`src/rtl/boot_pkg.sv`:
```
// ============================================================================
// Package : boot_pkg
// Brief   : Shared state encoding, defaults and helpers for the boot loader.
// Rev     : 1.0 - initial release
// ============================================================================
`default_nettype none

package boot_pkg;

   // Loader state machine encoding
   typedef enum logic [2:0] {
      ST_IDLE  = 3'd0,
      ST_RECV  = 3'd1,
      ST_WRITE = 3'd2,
      ST_DONE  = 3'd3,
      ST_ERR   = 3'd4
   } state_e;

   // Largest image accepted by default (256-byte data memory)
   localparam int MAX_WORDS_DEF = 64;

   // Byte lane (0 = bits [7:0]) that the byte with sequence number cnt fills
   function automatic logic [1:0] lane_sel(input logic [1:0] cnt, input logic big_endian);
      return big_endian ? (2'd3 - cnt) : cnt;
   endfunction

endpackage

`default_nettype wire

```
`src/rtl/word_packer.sv`:
```
// ============================================================================
// Module  : word_packer
// Brief   : Collects four bytes into a 32-bit word in the configured lane order
//           and flags the byte that completes the word.
// Rev     : 1.0 - initial release
// ============================================================================
`default_nettype none

module word_packer
   import boot_pkg::*;
#(
   parameter bit BIG_ENDIAN = 1'b1
) (
   input  logic        clk,
   input  logic        reset,
   input  logic        clear_i,
   input  logic        accept_i,
   input  logic [7:0]  byte_i,
   output logic [31:0] word_o,
   output logic        full_o
);

   logic [1:0]  cnt_q;
   logic [31:0] word_q;
   logic [1:0]  w_lane;

   assign w_lane = lane_sel(cnt_q, BIG_ENDIAN);

   // Accepting the byte with count 3 completes the word
   assign full_o = accept_i && (cnt_q == 2'd3);
   assign word_o = word_q;

   // Byte counter and word buffer; clear wins over a simultaneous accept
   always_ff @(posedge clk or negedge reset) begin
      if (!reset) begin
         cnt_q  <= 2'd0;
         word_q <= 32'd0;
      end else if (clear_i) begin
         cnt_q  <= 2'd0;
         word_q <= 32'd0;
      end else if (accept_i) begin
         word_q[{w_lane, 3'b000} +: 8] <= byte_i;
         cnt_q                         <= cnt_q + 2'd1;
      end
   end

endmodule

`default_nettype wire

```
`src/rtl/boot_loader.sv`:
```
// ============================================================================
// Module  : boot_loader
// Brief   : Receives an image byte stream, writes it word by word into data
//           memory and then releases the CPU from reset.
// Rev     : 1.0 - initial release
// ============================================================================
`default_nettype none

module boot_loader
   import boot_pkg::*;
#(
   parameter logic [31:0] BASE_ADDR  = 32'd0,
   parameter int          MAX_WORDS  = MAX_WORDS_DEF,
   parameter bit          BIG_ENDIAN = 1'b1
) (
   input  logic        clk,
   input  logic        reset,
   input  logic        start,
   input  logic [6:0]  len,
   input  logic [7:0]  byte_in,
   input  logic        byte_valid,
   output logic        byte_ready,
   output logic [31:0] mem_addr,
   output logic [31:0] mem_wdata,
   output logic        mem_wr,
   output logic        cpu_reset,
   output logic        done,
   output logic        err
);

   state_e      state_q, state_d;
   logic [6:0]  idx_q, idx_d;
   logic [6:0]  len_q, len_d;
   logic        byte_ready_q;
   logic        mem_wr_q;
   logic [31:0] mem_addr_q;
   logic        cpu_reset_q;
   logic        done_q;
   logic        err_q;

   logic        w_clear;
   logic        w_accept;
   logic        w_full;
   logic [31:0] w_word;
   logic [31:0] w_addr;

   // A byte moves only on a valid/ready handshake; ready is high only in RECV
   assign w_accept = byte_valid && byte_ready_q;

   assign w_addr = BASE_ADDR + {23'd0, idx_q, 2'b00};

   word_packer #(
      .BIG_ENDIAN (BIG_ENDIAN)
   ) u_packer (
      .clk      (clk),
      .reset    (reset),
      .clear_i  (w_clear),
      .accept_i (w_accept),
      .byte_i   (byte_in),
      .word_o   (w_word),
      .full_o   (w_full)
   );

   // Next-state decision; IDLE, DONE and ERR share the same start handling
   always_comb begin
      state_d = state_q;
      idx_d   = idx_q;
      len_d   = len_q;
      w_clear = 1'b0;
      case (state_q)
         ST_IDLE, ST_DONE, ST_ERR: begin
            if (start) begin
               if (len == 7'd0) begin
                  state_d = ST_DONE;
               end else if (int'(len) > MAX_WORDS) begin
                  state_d = ST_ERR;
               end else begin
                  state_d = ST_RECV;
                  idx_d   = 7'd0;
                  len_d   = len;
                  w_clear = 1'b1;
               end
            end
         end
         ST_RECV: begin
            if (w_full) begin
               state_d = ST_WRITE;
            end
         end
         ST_WRITE: begin
            idx_d   = idx_q + 7'd1;
            state_d = ((idx_q + 7'd1) == len_q) ? ST_DONE : ST_RECV;
         end
         default: begin
            state_d = ST_IDLE;
         end
      endcase
   end

   // State, counters and outputs, all registered from the next state
   always_ff @(posedge clk or negedge reset) begin
      if (!reset) begin
         state_q      <= ST_IDLE;
         idx_q        <= 7'd0;
         len_q        <= 7'd0;
         byte_ready_q <= 1'b0;
         mem_wr_q     <= 1'b0;
         mem_addr_q   <= 32'd0;
         cpu_reset_q  <= 1'b1;
         done_q       <= 1'b0;
         err_q        <= 1'b0;
      end else begin
         state_q      <= state_d;
         idx_q        <= idx_d;
         len_q        <= len_d;
         byte_ready_q <= (state_d == ST_RECV);
         mem_wr_q     <= (state_d == ST_WRITE);
         mem_addr_q   <= (state_d == ST_WRITE) ? w_addr : 32'd0;
         cpu_reset_q  <= (state_d != ST_DONE);
         done_q       <= (state_d == ST_DONE);
         err_q        <= (state_d == ST_ERR);
      end
   end

   assign byte_ready = byte_ready_q;
   assign mem_wr     = mem_wr_q;
   assign mem_addr   = mem_addr_q;
   // The packed word is complete for the whole WRITE cycle; zero it otherwise
   assign mem_wdata  = mem_wr_q ? w_word : 32'd0;
   assign cpu_reset  = cpu_reset_q;
   assign done       = done_q;
   assign err        = err_q;

endmodule

`default_nettype wire

```
`config.mk`:
```
export PLATFORM = sky130hd
export DESIGN_NAME = boot_loader
export DESIGN_NICKNAME = d
export VERILOG_FILES = /design/src/rtl/boot_pkg.sv /design/src/rtl/word_packer.sv /design/src/rtl/boot_loader.sv
export SDC_FILE = /design/constraint.sdc
export NUM_CORES = 1
export LEC_CHECK = 0
export CORE_ASPECT_RATIO = 1.5
export CORE_MARGIN = 2
export CORE_UTILIZATION = 30
export DETAILED_ROUTE_END_ITERATION = 8
export PLACE_DENSITY = 0.66
export SYNTH_ARGS = -nofsm -noshare
export SYNTH_HDL_FRONTEND = slang
export SYNTH_HIERARCHICAL = 1
export SYNTH_SLANG_ARGS = --single-unit
```
`constraint.sdc`:
```
create_clock -name clk -period 1.99 [get_ports clk]
set_input_delay 0.2985 -clock clk [delete_from_list [all_inputs] [get_ports clk]]
set_output_delay 0.2985 -clock clk [all_outputs]
set_load 0.01 [all_outputs]
```
==> summary.md, run 1 <==
| Metric | Value |
|---|---|
| Crit end category | `flip-flop` |
| Static Leak | `0.00196 uW` |
| Pre-CTS setup slack | `-0.538 ns` |
| Grt total ovfl | `0` |
| Die area | `12000 sq um` |
| Synth Area in Compound Gates | `15.8%` |
| Die Wd | `between 90 and 100 um` |
| Async SR Flop Fraction | `between 90% and 100%` |
| Starting Density | `30.5%` |
| Buffers added on ports | `62` |
| Layout Cells excl Fill | `between 500 and 600` |
| Mapped cell area | `between 3000 and 4000 sq um` |
| Hold Slack | `0.482 ns` |
| Pwr Total | `4750 uW` |
| Critical path, cell by cell | `and3b_1, o21ai_1, nor3b_4, nor4bb_2, a32o_1` |
| Post-synthesis mux area share | `2.67%` |
| Max rail drop VDD | `0.000502 V` |
| Syn Area/Cell | `11.0 sq um` |
| Largest net degree at the start of global routing | `41` |
| Setup slack after layout | `0.0499 ns` |
| H-tree depth | `3` |
| Share of the synthesized area in the top cell type | `46.6%` |
| Routability cong. | `0.764` |
| Root Buffer | `clkbuf_16` |
| Critical Path RT | `approximately 2.3 ns` |
| XOR/XNOR share of the synthesized area | `3.68%` |
| Count of flip-flops with a built-in enable after synthesis | `0` |
| Fin crit period | `1.94 ns` |
| Core area | `10900 sq um` |
| Drt wl/cell | `14.7 um` |
| Synth warn | `6` |
| Critical Path AT | `2.20 ns` |
| Worst rel slew slack | `56.2%` |
| Global-route wire length before repair | `approximately 13000 um` |
| CP max-delay cell | `nor4bb_2` |
| Post-layout util | `41.1%` |
| Mapped Cells | `~300` |
| Kind of cell adding the most delay to the critical path | `simple AND/OR/NAND/NOR gates` |
| Setup-failing EPs final | `0` |
| I/O pin count | `88` |
| Area growth, synth to finish | `35.0%` |
| Startpoint Class | `flip-flop` |
| Register bit count reported by yosys | `63` |
| Drt pass-1 iters | `4` |
| RSZ-0062 raised after global routing | `true` |
| Layout cell share with drive strength beyond 1 | `16.2%` |
| Min-delay worst type | `reg -> reg` |
| DR vias/cell | `between 4 and 5` |
| Gr usage total | `13.9%` |
| Chip height | `133 um` |
| Library cells used by synthesis | `49` |
| Pwr/cell area | `1060 nW/um^2` |
| Row cnt | `between 40 and 50` |
| Post-synthesis sequential area ratio | `47.4%` |
| Vias in the first global route | `about 2.6k` |
| Clk pin slew, worst setup/hold paths | `0.05 ns` |
| Max cap viols | `0` |
| FMAX | `515 MHz` |
| Worst skew pair latency | `0.33 ns` |
| Post-synthesis adder-cell area fraction | `roughly 2.3%` |
| Post-Route Skew | `0.00714 ns` |
| Simple-Gate Fraction of Synth Area | `18.8%` |
| Combinational family with the most area after synthesis | `simple AND/OR/NAND/NOR gates` |
| Clock Tree Buf Depth | `2` |
| Post-DP HPWL | `just under 6000 um` |
| Status | `finished, final reports clean` |
| Leading post-synthesis cells by cell area | `dfrtp_1 (47%), and2_1 (8.1%), a32o_1 (7.5%), buf_4 (5.6%), o32ai_2 (3.4%)` |
| Synth Flop Type | `dfrtp_1` |
| DR iter-0 viols | `80` |
| Diodes inserted | `0` |
| Slew Viols, Final | `0` |
| Filler Cell Count | `1091` |
| Via Count | `2501` |
| Largest stage delay on the critical path | `0.63 ns` |
| WP buf/inv | `0` |
| CTS sink count | `63` |
| Initial antenna violation count | `0` |
| Post-synth top cells | `dfrtp_1 (62), and2_1 (43), a32o_1 (25), buf_4 (25), nand2_1 (19)` |
| Antenna-violating nets left | `0` |
| Crit path kind | `reg -> reg` |
| CTS tree | `done` |
| Worst Path Max Fanout | `7` |
| Final Hold Vio Count | `0` |
| CTS buffer count | `9` |
| Worst Tran Pin Value | `about 0.65 ns` |
| Final #Nets | `408` |
| Final WL | `7890 um` |
| DRC viols | `0` |
| Yosys top cell by area | `dfrtp_1` |
| Placed Cells incl. Taps | `517` |
| Most frequent cell after synthesis | `dfrtp_1` |
| Final Cycle Share | `97.5%` |
[power breakdown]
group          internal [uW]  switching (uW)
registers               1560             187
clock network            967             584
logic                    676             772
total                   3200            1540
[sequential cells by signal (all words and copies together), names as in the netlist]
signal and flops:
byte_ready 1, cpu_reset 1, done 1, err 1
idx_q 7, len_q 7, mem_addr 7, mem_wr 1
state_q 3, u_packer/cnt_q 2, u_packer/word_o 32
[metrics by stage]
step	instance area (sq um)	setup TNS (ns)
floorplan	3420	0
global placement	4140	-12.14
detailed placement	4140	-14.37
CTS	4480	0
global route	4500	-0.166
finish	4500	0
[layer usage]
layer | part of all wire (%) | track usage [%] | up-vias
li1 | - | - | 1183
met1 | 37 | 14.4 | 1232
met2 | 56 | 25.5 | 71
met3 | 4.6 | 3.76 | 15
met4 | 2.6 | 6.75 | 0
met5 | 0 | 0 | -
[worst reg2reg max path, delay by kind of cell, from the launching register on]
family | cells | cell delay, ns
AND/OR/NAND/NOR | 3 | 0.94
AO/OA/AOI/OAI | 2 | 0.55
flip-flops | 1 | 0.39
[worst paths after layout]
kind	from	cells after the start	to	slack, ns
setup / recovery	state_q[1]	5	u_packer/word_o[23]	0.05
hold / removal	u_packer/word_o[11]	1	u_packer/word_o[11]	0.48
setup reg to reg	state_q[1]	5	u_packer/word_o[23]	0.05
hold reg to reg	u_packer/word_o[11]	1	u_packer/word_o[11]	0.48
max in group asynchronous	reset	3	u_packer/cnt_q[0]	0.88
min in group asynchronous	reset	2	done	0.50
[timing repair]
action                     in CTS  in global routing
setup endpoints to repair      15                 60
hold endpoints to repair       22                  0
resized for setup               3                  3
setup buffers                   1                  0
pin swaps                       1                  1
hold buffers                    1                  0
[area by class of cell]
type,instances,area (sq um),area share [%]
timing repair buffer,85,836,18.6
tap,147,184,4.09
clock buffer,9,225,5.01
multi-input combinational,212,1550,34.5
sequential,63,1580,35.1
inverter,12,45.0,1.00
clock inverter,7,73.8,1.64
[layout by cell type, fill, tap and decap left out, drive strengths merged, types with 5 or more instances in the layout]
master	instances
dfrtp	62
clkdlybuf4s50	61
and2	44
conb	25
a32o	25
buf	23
nand2	19
nor2	13
inv	12
xnor2	9
clkbuf	9
o32ai	7
mux2	7
ha	6
xor2	5
nand3	5
nor3b	5
[cell families after synthesis]
kind of cell / count (synthesis)
AO/OA/AOI/OAI: 54
XOR/XNOR: 14
adder cells (fa/ha/maj): 6
buffers and inverters: 52
flip-flops: 63
multiplexers: 8
other: 1
AND/OR/NAND/NOR: 105
Note: power is estimated with default switching activity, not from simulation.
==> inputs of run 2 (changes only) <==
==> constraint.sdc (replaced) <==
create_clock -name clk -period 1.99 [get_ports clk]
set_input_delay 0.398 -clock clk [delete_from_list [all_inputs] [get_ports clk]]
set_output_delay 0.398 -clock clk [all_outputs]
set_load 0.01 [all_outputs]
==> summary.md, run 2 (same netlist as run 1, synthesis figures left out) <==
| Metric | Value |
|---|---|
| Met3 routed WL | `284 um (-21%)` |
| Root Buffer | `clkbuf_16` |
| Drt wl/cell | `15.0 um (+1.6%)` |
| Clock Tree Buf Depth | `2 (unchanged)` |
| I/O pin count | `88 (unchanged)` |
| Post-Route Skew | `0.00542 ns (-0.00171 ns)` |
| Static Leak | `0.00213 uW (+8.8%)` |
| Worst Reg-to-Reg Cells | `6 (+1)` |
| Routability cong. | `0.763 (about the same)` |
| P_sw | `1560 uW (+1.2%)` |
| Net Sw Frac | `31.1% (-1.4 points)` |
| Global-route wire length before repair | `13000 um (+0.43%)` |
| Starting Density | `30.5% (unchanged)` |
| Crit end category | `flip-flop` |
| Antenna-violating nets left | `0 (unchanged)` |
| Status | `finished, final reports clean` |
| Most frequent cells in the layout | `dfrtp_1 (61), clkdlybuf4s50_1 (53), and2_1 (43)` |
| Final #Nets | `415 (+1.7%)` |
| Filler Cell Count | `1072 (-1.7%)` |
| FMAX | `515 MHz (-0.18%)` |
| DR vias/cell | `4.71 (+0.76%)` |
| Chip height | `133 um (unchanged)` |
| Final WL | `8120 um (+2.9%)` |
| CTS sink count | `63 (unchanged)` |
| Max Used Layer | `met4` |
| Startpoint Class | `primary input` |
| CP max-delay cell | `clkdlybuf4s50_1` |
| Fin crit period | `1.94 ns (+0.00349 ns)` |
| Max cap viols | `0 (unchanged)` |
| Via Count | `2553 (+2.1%)` |
| Final Hold Vio Count | `0 (unchanged)` |
| Slew Viols, Final | `0 (unchanged)` |
| Grt total ovfl | `0 (unchanged)` |
| Largest net degree at the start of global routing | `64 (+56%)` |
| Worst Path Max Fanout | `7 (unchanged)` |
| Setup-failing EPs final | `0 (unchanged)` |
| Core area | `10900 sq um (unchanged)` |
| Crit path kind | `in -> reg` |
| Register share of total power | `34.7% (-2.1 points)` |
| Largest stage delay on the critical path | `0.47 ns (-0.16 ns)` |
| Die Wd | `90.0 um (unchanged)` |
| Worst skew pair latency | `0.32 ns (about the same)` |
| Row cnt | `47 (unchanged)` |
| Drt pass-1 iters | `4 (unchanged)` |
| Logic gate share of total power | `31.3% (+0.8 points)` |
| Max rail drop VDD | `0.000620 V (+24%)` |
| Min-delay worst type | `in -> async` |
| Clock Power Share | `34.0% (+1.3 points)` |
| Pwr Total | `5020 uW (+5.8%)` |
| H-tree depth | `3 (unchanged)` |
| Internal Power | `3460 uW (+8.1%)` |
| Critical Path RT | `2.21 ns (-0.04 ns)` |
| Area growth, synth to finish | `40.0%` |
| Worst rel slew slack | `60.4% (+4.3 points)` |
| CTS buffer count | `9 (unchanged)` |
| Die area | `12000 sq um (unchanged)` |
| Gr usage total | `13.7% (-0.17 points)` |
| Worst Tran Pin Value | `0.591 ns (-0.0567 ns)` |
| Critical path, cell by cell | `clkdlybuf4s50_1, nor2_4, nand4_1, nor3b_4, or3b_1, buf_6, o32ai_4` |
| Post-DP Area | `4160 sq um (+0.30%)` |
| Final instance area | `4660 sq um (+3.7%)` |
| DRC viols | `0 (unchanged)` |
| Initial antenna violation count | `0 (unchanged)` |
| Vias in the first global route | `2576 (+0.47%)` |
| Diodes inserted | `0 (unchanged)` |
| Layout cell share with drive strength beyond 1 | `19.0% (+2.8 points)` |
| Post-DP HPWL | `5940 um (-0.16%)` |
| DR iter-0 viols | `110 (+38%)` |
| Pwr/cell area | `1080 nW/um^2 (+2.1%)` |
| Final Cycle Share | `97.7% (+0.18 points)` |
| Max reg flops | `32 (unchanged)` |
| Most common cell after layout, fill and taps aside | `dfrtp_1` |
| CTS tree | `done` |
| Post-layout util | `42.6% (+1.5 points)` |
| Met2 routed wirelength | `4610 um (+4.8%)` |
| Clk pin slew, worst setup/hold paths | `0.05 ns (about the same)` |
| Critical Path AT | `2.17 ns (-0.03 ns)` |
| Buffers added on ports | `62 (unchanged)` |
| M1 WL | `3010 um (+3.2%)` |
-- run 2: path summary, 6_finish.rpt --
kind / startpoint / to / slack, ns
min in group clk: len[3] / len_q[3] / 0.40
worst min register to register: u_packer/word_o[21] / u_packer/word_o[21] / 0.49
worst max register to register: state_q[0] / len_q[2] / 0.13
max in group asynchronous: reset / u_packer/cnt_q[0] / 1.61
worst max-delay path: len[5] / u_packer/word_o[31] / 0.05
worst min-delay path: reset / err / 0.06
-- run 2: repair_timing --
item                                    CTS  global route
buffers inserted                          3             6
hold buffers                              0             0
cloned                                    0             0
resized for setup                         7            18
pin swaps                                 2             5
endpoints found under the setup margin   35            40
-- run 2: area by class of cell --
class                           instances  area, sq um  area share [%]
Clock buffer                           11          253            5.42
Clock inverter                          5         80.1            1.72
Inverter                               12         45.0           0.966
Multi-Input combinational cell        212         1610            34.6
Sequential cell                        63         1580            33.9
Tap cell                              147          184            3.95
Timing Repair Buffer                   92          910            19.5
-- run 2: power by group through the flow --
stage	Combinational (uW)	Sequential, uW	Clock (uW)
floorplan	989	1730	0
detailed placement	1430	1760	0
global route	1730	1780	1790
CTS	1490	1740	1740
finish	1570	1740	1710
global placement	1380	1750	0
-- run 2: per-stage QoR --
step           cells  setup slack [ns]  hold slack (ns)  setup TNS, ns
4_1_cts          536            0.0153           0.0907              0
6_report         542            0.0464           0.0595              0
3_5_place_dp     517            -0.700            0.439         -19.03
5_1_grt          542           -0.0470           0.0986         -0.398
2_1_floorplan    327            0.0403            0.102              0
3_3_place_gp     517            -0.574            0.432         -16.43
-- run 2: worst max-delay path: cells and delay by family --
kind	cells	cell delay, ns
AND/OR/NAND/NOR	4	0.87
AO/OA/AOI/OAI	1	0.27
buffers and inverters	2	0.63
-- run 2: per-layer routing --
layer / vias to the layer above / global-route usage (%)
met5: - / 0
met2: 77 / 26.0
met4: 0 / 7.01
met1: 1261 / 14.2
li1: 1197 / -
met3: 18 / 2.45
==> inputs of run 3 (changes only) <==
--- a/config.mk
+++ b/config.mk
@@ -10,6 +10,7 @@
 export CORE_UTILIZATION = 30
 export DETAILED_ROUTE_END_ITERATION = 8
 export PLACE_DENSITY = 0.66
+export RECOVER_POWER = 100
 export SYNTH_ARGS = -nofsm -noshare
 export SYNTH_HDL_FRONTEND = slang
 export SYNTH_HIERARCHICAL = 1
==> summary.md, run 3 (same netlist as run 1, synthesis figures left out) <==
| Metric | Value |
|---|---|
| Status | `finished, violations left` |
| Failing checks | `capacitance limit, slew limit` |
| Pwr/cell area | `1080 nW/um^2 (+0.24%)` |
| Hold Buf Count CTS | `0 (unchanged)` |
| Critical path, cell by cell | `clkdlybuf4s50_1, nor2_4, nand4_1, nor3b_4, or3b_1, buf_6, o32ai_4` |
| CTS sink count | `63 (unchanged)` |
| DR iter-0 viols | `110 (unchanged)` |
| Largest stage delay on the critical path | `0.47 ns (about the same)` |
| Post-layout util | `42.5% (-0.14 points)` |
| Crit path kind | `in -> reg` |
| Layout cell share with drive strength beyond 1 | `19.0% (unchanged)` |
| Fin crit period | `1.94 ns (unchanged)` |
| Core area | `10900 sq um (unchanged)` |
| Final Cycle Share | `97.7% (unchanged)` |
| Die area | `12000 sq um (unchanged)` |
| Critical Path RT | `2.21 ns (about the same)` |
| Via Count | `2553 (unchanged)` |
| Vias in the first global route | `2576 (unchanged)` |
| Critical Path AT | `2.17 ns (about the same)` |
| Final Hold Vio Count | `0 (unchanged)` |
| H-tree depth | `3 (unchanged)` |
| Met2 routed wirelength | `4610 um (unchanged)` |
| Initial antenna violation count | `0 (unchanged)` |
| Worst rel slew slack | `-3.70% (-64 points)` |
| Worst Path Max Fanout | `7 (unchanged)` |
| Most common cell after layout, fill and taps aside | `dfrtp_1` |
| Die Wd | `90.0 um (unchanged)` |
| Max cap viols | `1 (+1)` |
| Hold Slack | `0.402 ns (+0.343 ns)` |
| Met3 routed WL | `284 um (unchanged)` |
| Register area | `1580 sq um (unchanged)` |
| Max Used Layer | `met4` |
| Min-delay worst type | `in -> reg` |
| Largest net degree at the start of global routing | `64 (unchanged)` |
| FMAX | `515 MHz (unchanged)` |
| Starting Density | `30.5% (unchanged)` |
| Max rail drop VDD | `0.000620 V (about the same)` |
| Most frequent cells in the layout | `dfrtp_1 (61), clkdlybuf4s50_1 (53), and2_1 (43)` |
| CP max-delay cell | `clkdlybuf4s50_1` |
| Buffers added on ports | `62 (unchanged)` |
| Diodes inserted | `0 (unchanged)` |
| Final WL | `8120 um (about the same)` |
| Chip height | `133 um (unchanged)` |
| DRC viols | `0 (unchanged)` |
| Worst skew pair latency | `0.32 ns (about the same)` |
| M1 WL | `3020 um (about the same)` |
| Clk pin slew, worst setup/hold paths | `0.05 ns (about the same)` |
| Area growth, synth to finish | `39.5%` |
| Post-DP HPWL | `5940 um (unchanged)` |
| Root Buffer | `clkbuf_16` |
| Filler Cell Count | `1074 (+0.19%)` |
| Clock Tree Buf Depth | `2 (unchanged)` |
| Gr usage total | `13.7% (unchanged)` |
| DR vias/cell | `4.71 (unchanged)` |
| Drt pass-1 iters | `4 (unchanged)` |
| Global-route wire length before repair | `13000 um (unchanged)` |
| Static Leak | `0.00213 uW (-0.25%)` |
| CTS buffer count | `9 (unchanged)` |
| Setup-failing EPs final | `0 (unchanged)` |
| Antenna-violating nets left | `0 (unchanged)` |
| Routability cong. | `0.763 (unchanged)` |
| Multi-input gate area | `1610 sq um (unchanged)` |
| Final #Nets | `415 (unchanged)` |
| Grt total ovfl | `0 (unchanged)` |
| Drt wl/cell | `15.0 um (about the same)` |
| CTS tree | `done` |
| Crit end category | `flip-flop` |
| Startpoint Class | `primary input` |
| I/O pin count | `88 (unchanged)` |
| Row cnt | `47 (unchanged)` |
| Max reg flops | `32 (unchanged)` |
| Post-Route Skew | `0.00542 ns (+0.0000000300 ns)` |
| Worst Tran Pin Value | `1.56 ns (+0.964 ns)` |
| Slew Viols, Final | `64 (+64)` |
[run 3: cell count changes in the layout (fill, tap and decap cells not counted), sizes merged]
cell,previous run,this run
buf,31,30
clkbuf,11,12
[run 3: per-layer routing]
layer,GRT usage (%),up-vias
li1,-,1197
met1,14.2,1261
met2,26.0,77
met3,2.45,18
met4,7.01,0
met5,0,-
[run 3: path summary, 6_finish.rpt]
kind,from,end,slack [ns],cells past startpoint
min reg2reg,u_packer/word_o[21],u_packer/word_o[21],0.49,1
max reg2reg,state_q[0],len_q[2],0.13,6
max in group asynchronous,reset,u_packer/cnt_q[0],0.40,2
min in group asynchronous,reset,err,0.52,2
max,len[5],u_packer/word_o[31],0.05,7
min,len[3],len_q[3],0.40,2
[run 3: stage by stage]
stage                     std cells  setup TNS (ns)  setup WS [ns]  area [sq um]  total power, uW
after floorplan                 327               0         0.0403          3420             2720
after global placement          517          -16.43         -0.574          4160             3140
after detailed placement        517          -19.03         -0.700          4160             3200
after CTS                       536               0         0.0153          4550             4980
after global routing            542          -0.398        -0.0470          4650             5300
final                           542               0         0.0464          4650             5020
[run 3: where the power goes]
group          total (uW)  switching (uW)  internal (uW)  leakage, uW
sequential           1740             185           1560     0.000847
combinational        1570             831            736      0.00112
clock                1710             547           1160     0.000158
total                5020            1560           3460      0.00213
[run 3: critical path: cells and delay by family]
kind | cells | cell delay (ns)
AOI/OAI and AO/OA | 1 | 0.27
buffers and inverters | 2 | 0.63
and+or+nand+nor | 4 | 0.87
[run 3: area by class of cell]
class | instances | area share (%)
tap | 147 | 3.96
sequential | 63 | 34.0
inverter | 12 | 0.969
clock inverter | 5 | 1.72
timing repair buffer | 92 | 19.3
clock buffer | 11 | 5.44
multi-input combinational | 212 | 34.7
[run 3: timing repair]
action | 4_1_cts | 5_1_grt
setup endpoints to repair | 35 | 40
pin swaps | 2 | 5
setup buffers | 3 | 6
gates cloned | 0 | 0
gates resized for setup | 7 | 18
